### src/rtl/mod12_disp_pkg.sv
// Shared types and constants for the mod-12 clock display driver.
package mod12_disp_pkg;

    typedef enum logic [1:0] {
        TENS = 2'd0,
        ONES = 2'd1,
        AP   = 2'd2
    } scan_state_t;

    localparam logic [3:0] MAX_COUNT = 4'd11;

    localparam logic [6:0] SEG_0     = 7'h3F;
    localparam logic [6:0] SEG_1     = 7'h06;
    localparam logic [6:0] SEG_2     = 7'h5B;
    localparam logic [6:0] SEG_3     = 7'h4F;
    localparam logic [6:0] SEG_4     = 7'h66;
    localparam logic [6:0] SEG_5     = 7'h6D;
    localparam logic [6:0] SEG_6     = 7'h7D;
    localparam logic [6:0] SEG_7     = 7'h07;
    localparam logic [6:0] SEG_8     = 7'h7F;
    localparam logic [6:0] SEG_9     = 7'h6F;
    localparam logic [6:0] SEG_A     = 7'h77;
    localparam logic [6:0] SEG_P     = 7'h73;
    localparam logic [6:0] SEG_DASH  = 7'h40;
    localparam logic [6:0] SEG_BLANK = 7'h00;

    // Symbol codes fed to the encoder: 0-9 are decimal digits.
    localparam logic [4:0] SYM_A     = 5'd10;
    localparam logic [4:0] SYM_P     = 5'd11;
    localparam logic [4:0] SYM_DASH  = 5'd12;
    localparam logic [4:0] SYM_BLANK = 5'd13;

endpackage

### src/rtl/seg7_encoder.sv
// Combinational symbol-code to seven-segment pattern {g,f,e,d,c,b,a}.
module seg7_encoder
    import mod12_disp_pkg::*;
(
    input  logic [4:0] sym,
    output logic [6:0] seg
);

    always_comb begin
        seg = SEG_BLANK;
        case (sym)
            5'd0:     seg = SEG_0;
            5'd1:     seg = SEG_1;
            5'd2:     seg = SEG_2;
            5'd3:     seg = SEG_3;
            5'd4:     seg = SEG_4;
            5'd5:     seg = SEG_5;
            5'd6:     seg = SEG_6;
            5'd7:     seg = SEG_7;
            5'd8:     seg = SEG_8;
            5'd9:     seg = SEG_9;
            SYM_A:    seg = SEG_A;
            SYM_P:    seg = SEG_P;
            SYM_DASH: seg = SEG_DASH;
            default:  seg = SEG_BLANK;
        endcase
    end

endmodule

### src/rtl/mod12_display_driver.sv
// Samples the mod-12 counter and drives a 3-digit multiplexed display
// (12-hour value plus A/P), with roll-over detection and a sticky range error.
module mod12_display_driver
    import mod12_disp_pkg::*;
#(
    parameter int SCAN_DIV = 4
) (
    input  logic       clk,
    input  logic       rst,
    input  logic [3:0] count,
    input  logic       load,
    output logic [6:0] seg,
    output logic [2:0] an,
    output logic       pm,
    output logic       wrap,
    output logic       err,
    output logic [1:0] dbg_state
);

    localparam int DIV_W = (SCAN_DIV > 2) ? $clog2(SCAN_DIV) : 1;
    localparam logic [DIV_W-1:0] DIV_LAST = DIV_W'(SCAN_DIV - 1);

    logic [3:0]       cnt_q;
    logic             load_q;
    logic [DIV_W-1:0] div_q;
    scan_state_t      state_q;

    logic       rollover;
    logic [4:0] tens_sym;
    logic [4:0] ones_sym;
    logic [4:0] cur_sym;
    logic [6:0] seg_next;

    // A load on the previous edge means an 11->0 step is a preset, not a wrap.
    assign rollover  = (cnt_q == MAX_COUNT) && (count == 4'd0) && !load_q;
    assign dbg_state = state_q;

    always_comb begin
        tens_sym = SYM_BLANK;
        ones_sym = SYM_BLANK;
        if (err) begin
            tens_sym = SYM_DASH;
            ones_sym = SYM_DASH;
        end else begin
            case (cnt_q)
                4'd0:  begin tens_sym = 5'd1; ones_sym = 5'd2; end
                4'd10: begin tens_sym = 5'd1; ones_sym = 5'd0; end
                4'd11: begin tens_sym = 5'd1; ones_sym = 5'd1; end
                default: begin
                    tens_sym = SYM_BLANK;
                    ones_sym = (cnt_q <= 4'd9) ? {1'b0, cnt_q} : SYM_BLANK;
                end
            endcase
        end
    end

    always_comb begin
        cur_sym = SYM_BLANK;
        case (state_q)
            TENS:    cur_sym = tens_sym;
            ONES:    cur_sym = ones_sym;
            AP:      cur_sym = pm ? SYM_P : SYM_A;
            default: cur_sym = SYM_BLANK;
        endcase
    end

    seg7_encoder u_enc (
        .sym (cur_sym),
        .seg (seg_next)
    );

    always_ff @(posedge clk or negedge rst) begin
        if (!rst) begin
            cnt_q  <= 4'd0;
            load_q <= 1'b0;
            pm     <= 1'b0;
            wrap   <= 1'b0;
            err    <= 1'b0;
        end else begin
            cnt_q  <= count;
            load_q <= load;
            wrap   <= rollover;
            if (rollover)
                pm <= ~pm;
            if (count > MAX_COUNT)
                err <= 1'b1;
        end
    end

    // Scan FSM: seg/an are registered from the state current at each edge.
    always_ff @(posedge clk or negedge rst) begin
        if (!rst) begin
            div_q   <= '0;
            state_q <= TENS;
            seg     <= SEG_BLANK;
            an      <= 3'b001;
        end else begin
            seg <= seg_next;
            case (state_q)
                TENS:    an <= 3'b001;
                ONES:    an <= 3'b010;
                AP:      an <= 3'b100;
                default: an <= 3'b001;
            endcase
            if (div_q == DIV_LAST) begin
                div_q <= '0;
                case (state_q)
                    TENS:    state_q <= ONES;
                    ONES:    state_q <= AP;
                    AP:      state_q <= TENS;
                    default: state_q <= TENS;
                endcase
            end else begin
                div_q <= div_q + 1'b1;
            end
        end
    end

endmodule

### config.mk
export PLATFORM = sky130hd
export DESIGN_NAME = mod12_display_driver
export DESIGN_NICKNAME = d
export VERILOG_FILES = /design/src/rtl/mod12_disp_pkg.sv /design/src/rtl/seg7_encoder.sv /design/src/rtl/mod12_display_driver.sv
export SDC_FILE = /design/constraint.sdc
export NUM_CORES = 1
export LEC_CHECK = 0
export BUFFER_PORTS_ARGS = -buffer_cell sky130_fd_sc_hd__clkbuf_2
export CAP_MARGIN = 20
export CORE_MARGIN = 4
export CORE_UTILIZATION = 43
export DETAILED_ROUTE_END_ITERATION = 10
export HOLD_SLACK_MARGIN = 0.03
export MAX_ROUTING_LAYER = met4
export PLACE_DENSITY = 0.75
export SETUP_SLACK_MARGIN = 0.1
export SLEW_MARGIN = 20
export SYNTH_ARGS = -nofsm -noshare
export SYNTH_HDL_FRONTEND = slang
export SYNTH_SLANG_ARGS = --single-unit
### constraint.sdc
create_clock -name clk -period 4.05 [get_ports clk]
set_clock_uncertainty 0.15 [all_clocks]
set_input_delay 0 -clock clk [delete_from_list [all_inputs] [get_ports clk]]
set_output_delay 0 -clock clk [all_outputs]
set_load 0.02 [all_outputs]
# After elaboration in Yosys (flattened, before gate mapping)
# Memories as Yosys holds them, arrays and structs flattened. A register that Yosys moved wholly into a read port is not among the register bits.
# Cells that the tools add are included.
# totals
reg_bits	15
rom_bits	112
inputBits	7
wordCells	36
mem_count	1
out_inout_bits	15
# classes
muxes	10
order_cmp	2
eq_ne	5
n_reduce_logical	8
bitwise	1
addsub	1
# memory_table
name	words	word_bits	rd	rd_clocked_by_memory_dff	write_ports	line	text
(no name shown)	16	7	1	1	0	seg7_encoder.sv:11	case (sym)
# op_table
op	count
$pmux W5 S3	1
$pmux W4 S3	1
$mux W5	2
$eq A4 B4 Y1 const B	2
$logic_not A4 Y1	2
$mux W4	2
$pmux W3 S2	1
$eq A2 B2 Y1 const B	2
$gt A4 B4 Y1 const B	1
$le A4 B4 Y1 const B	1
$pmux W2 S2	1
$reduce_or A3 Y1	1
$add A2 B1 Y2 const B	1
$eq A2 B1 Y1 const B	1
$logic_and A1 B1 Y1	2
$logic_not A1 Y1	2
$logic_not A2 Y1	1
$mux W2	1
$mux W1	1
$not A1 Y1	1

# Longest topological paths before layout
# depth
word_depth	5
ltp_mapped	9
mapped_depth_nobuf	9

# Cells and area by module
# Synthesis repeated with hierarchy kept, for this count alone.
# unflattened
hier_cells	96
hier_area_um2	1071.0
# by_module_without_submodules
module	seq_area_each_um2	area_per_inst_um2	instances	cells_per_inst
mod12_display_driver	551.8	820.8	1	61
seg7_encoder	0.0	250.2	1	35

# Worst setup path before layout
# No wires, ideal clock.
# synth_path
path_type	register to register
startpoint	reg state_q[1], in the netlist dbg_state[1]
endpoint	reg seg[3]
arrival_ns	1.798
required_time_ns	3.779
setup_time_ns	0.121
stages_incl_launch_ff	8
n_path_buf	0
synth_period_minus_slack_ns	2.069
slack_ns	1.981
path_cell_list	dfrtp_1 > inv_1 > ha_1 > a21oi_1 > o21ai_0 > inv_1 > ha_1 > a22o_1
# synth_via
elab_chain_len	2
elab_cells_between_ends	4
classes_between	eq/ne: 2; mux: 1; reduce/logical: 1
# synth_rtl
element	line	text
from (decl)	mod12_display_driver.sv:26	scan_state_t state_q;
from (signal assigned)	mod12_display_driver.sv:94	state_q <= TENS;
from (signal assigned)	mod12_display_driver.sv:108	TENS: state_q <= ONES;
from (signal assigned)	mod12_display_driver.sv:109	ONES: state_q <= AP;
$eq A2 B2 Y1 (tied with other cells)	mod12_display_driver.sv:59	case (state_q)
$pmux W5 S3 (*)	mod12_display_driver.sv:59	
to (decl)	mod12_display_driver.sv:12	output logic [6:0] seg,
# Every way passes the cells marked *; elsewhere a longest branch is shown, timed or not.
# A chain may end at the register's enable or synchronous reset.

# Worst setup path in the final report
# Ends and elaborated chain as after synthesis.

==> summary.md <==
| Metric | Value |
|---|---|
| Number of CTS-inserted buffers | `3` |
| CP Launch Type | `flip-flop` |
| Critical path class | `flip-flop to flip-flop` |
| Max-Cap Viols | `0` |
| Top cells by count, synth | `dfrtp_1 (21), ha_1 (11), inv_1 (8), nor2_1 (6), o21ai_0 (6)` |
| Worst Path Arrival | `2.32 ns` |
| Wire per inst | `12.9 um` |
| Tmin final | `2.26 ns` |
| Layout cells sized above 1 | `0.293` |
| Crit Path Max Fanout | `7` |
| Worst-Margin Slew | `0.508 ns` |
| Crit. End Element | `flip-flop` |
| Ys async rst share | `1.00` |
| Top-count cell post-synth | `dfrtp_1` |
| RSZ-0062 raised after global routing | `false` |
| Via density per instance | `5.14` |
| Seq/Total Area, Yosys | `0.529` |
| Deepest clock path buffer count | `2` |
| Final hold violations | `0` |
| Initial DRT Pass Iterations | `4` |
| Starting density of the core | `0.463` |
| Worst hold slack | `0.0297 ns` |
| Die width | `57.3 um` |
| Final Util | `0.563` |
| Gp weighted congestion | `0.886` |
| Worst min path class | `input pin to async pin` |
| Cell Pwr Density | `287 mW/mm2` |
| TritonCTS clock tree | `done` |
| Clk pin slew, worst setup/hold paths | `0.12 ns` |
| Relative slew slack | `0.661` |
| Yosys Warn Count | `0` |
| Fin crit share | `0.558` |
| FF-to-FF Start | `dbg_state[1]` |
| First-pass GRT wire length | `3260 um` |
| Primary FF master, synth | `dfrtp_1` |
| Ant diodes | `0` |
| Synth top area share | `0.504` |
| Leakage power | `0.000642 uW` |
| Drt drc | `0` |
| Synth Instances | `86` |
| Avg Inst Size Synth | `12.1 um2` |
| Core ar. | `0.00225 mm2` |
| R2R Setup Slk | `1.79 ns` |
| FP Rows | `17` |
| Via count | `740` |
| Die H | `57.3 um` |
| Reg2Reg Depth | `7` |
| Worst R2R End | `seg[3]` |
| Grt ovf | `0` |
| Synth Register Bits | `22` |
| Post-Syn Area | `0.00104 mm2` |
| Final number of max-transition violations | `0` |
| VDD IR-drop max | `0.000199 V` |
| H-tree depth | `1` |
| Clock root buffer master | `clkbuf_4` |
| Post-synth cell types | `30` |
| # IOs | `22` |
| Area delta synth->final | `21.6%` |
| Clk_lat worst skew | `0.30 ns` |
| Total GRT Usage | `0.132` |
| Top cells by area, synth | `dfrtp_1 (50%), ha_1 (13%), mux2i_1 (2.9%)` |
| Outcome | `finished clean` |
| Syn_nets | `104` |
| Die area | `0.00328 mm2` |
| Vias in the first global route | `746` |
| Final wirelength | `1860 um` |
| CTS Sinks | `22` |
| Antenna Nets Post-Route | `0` |
| EDFF count, synth | `0` |
| Antenna violations before repair | `0` |
| Endpoints failing setup | `0` |
| Synth area leader | `dfrtp_1` |
| Setup TNS Final | `0 ns` |
| Resize count post-CTS | `0` |
| F_max | `0.443 GHz` |
| Initial DRC Count | `6` |
| Port Buffers | `21` |
| Worst EP required | `4.11 ns` |
| Nets | `135` |
| Largest net degree at the start of global routing | `23` |
| HPWL reported at the end of detailed placement | `1420 um` |
## per-stage QoR
step / cell area, um2 / setup slack, ns / power, uW / instances
global placement: 1170 / 1.90 / 244 / 134
detailed placement: 1170 / 1.81 / 244 / 134
finish: 1270 / 1.79 / 364 / 144
floorplan: 1040 / 1.98 / 234 / 86
global route: 1270 / 1.63 / 382 / 144
CTS: 1270 / 1.79 / 368 / 144
## power by group
group	total, uW	switching, uW	internal [uW]
clock network	120	64.7	54.9
registers	226	3.40	223
logic	17.5	9.18	8.36
## logic make-up (layout without fill, tap and decap cells)
group / after synthesis / in the layout / synth area share
AOI/OAI and AO/OA: 23 / 23 / 0.173
xor gates and xnor gates: 1 / 1 / 0.00839
adders and majority gates: 11 / 11 / 0.132
buffers and inverters: 9 / 39 / 0.0396
DFF: 22 / 22 / 0.529
muxes: 3 / 3 / 0.0288
and+or+nand+nor: 17 / 17 / 0.0899
## flip-flops by register name, summed over array words and instances (netlist names)
name	flops
seg	7
cnt_q	4
an	3
dbg_state	2
div_q	2
err	1
load_q	1
pm	1
wrap	1
## area by class of cell
cell class              count  area [um2]
fillers                   192         986
well taps                  28        35.0
multi-input cells          55         450
repair buffers             27         165
inverters                   8        30.0
flip-flops and latches     22         552
clock buffers               4        36.3
## timing repair
| item | CTS | global route |
|---|---|---|
| buffers inserted | 0 | 0 |
| hold endpoints to repair | 29 | 0 |
| hold buffers | 6 | 0 |
## worst max path at each step
stage	from	end	slack, ns
after floorplan	dbg_state[1]	seg[3]	1.98
after global placement	dbg_state[1]	seg[2]	1.90
after detailed placement	dbg_state[1]	seg[3]	1.81
after CTS	dbg_state[1]	seg[3]	1.79
after global routing	dbg_state[1]	seg[2]	1.63
final	dbg_state[1]	seg[3]	1.79
## layout by cell type, fill, tap and decap left out, types with 2 or more instances in the layout
cell type / netlist / routed
inv_1: 8 / 8
o21ai_0: 6 / 6
clkbuf_2: 0 / 21
nand2b_1: 2 / 2
nand2_1: 3 / 3
a22o_1: 2 / 2
ha_1: 11 / 11
a21oi_1: 4 / 4
clkbuf_4: 0 / 3
dlygate4sd3_1: 0 / 6
nor2_1: 6 / 6
dfrtp_1: 21 / 21
mux2i_1: 3 / 3
## per-layer routing
| metal | global-route usage | vias up | wire length, um |
|---|---|---|---|
| met3 | 0.0339 | 4 | 82 |
| met2 | 0.222 | 21 | 912 |
| met1 | 0.147 | 358 | 843 |
| met4 | 0.0563 | 0 | 27 |
| met5 | - | - | 0 |
| li1 | - | 357 | - |
## worst max-delay path, stage by stage, from the launching register on
cell	delay [ns]
dfrtp_1	0.45
inv_1	0.13
ha_1	0.31
a21oi_1	0.13
o21ai_0	0.39
inv_1	0.13
ha_1	0.29
a22o_1	0.20
(Power assumes the default switching activity.)
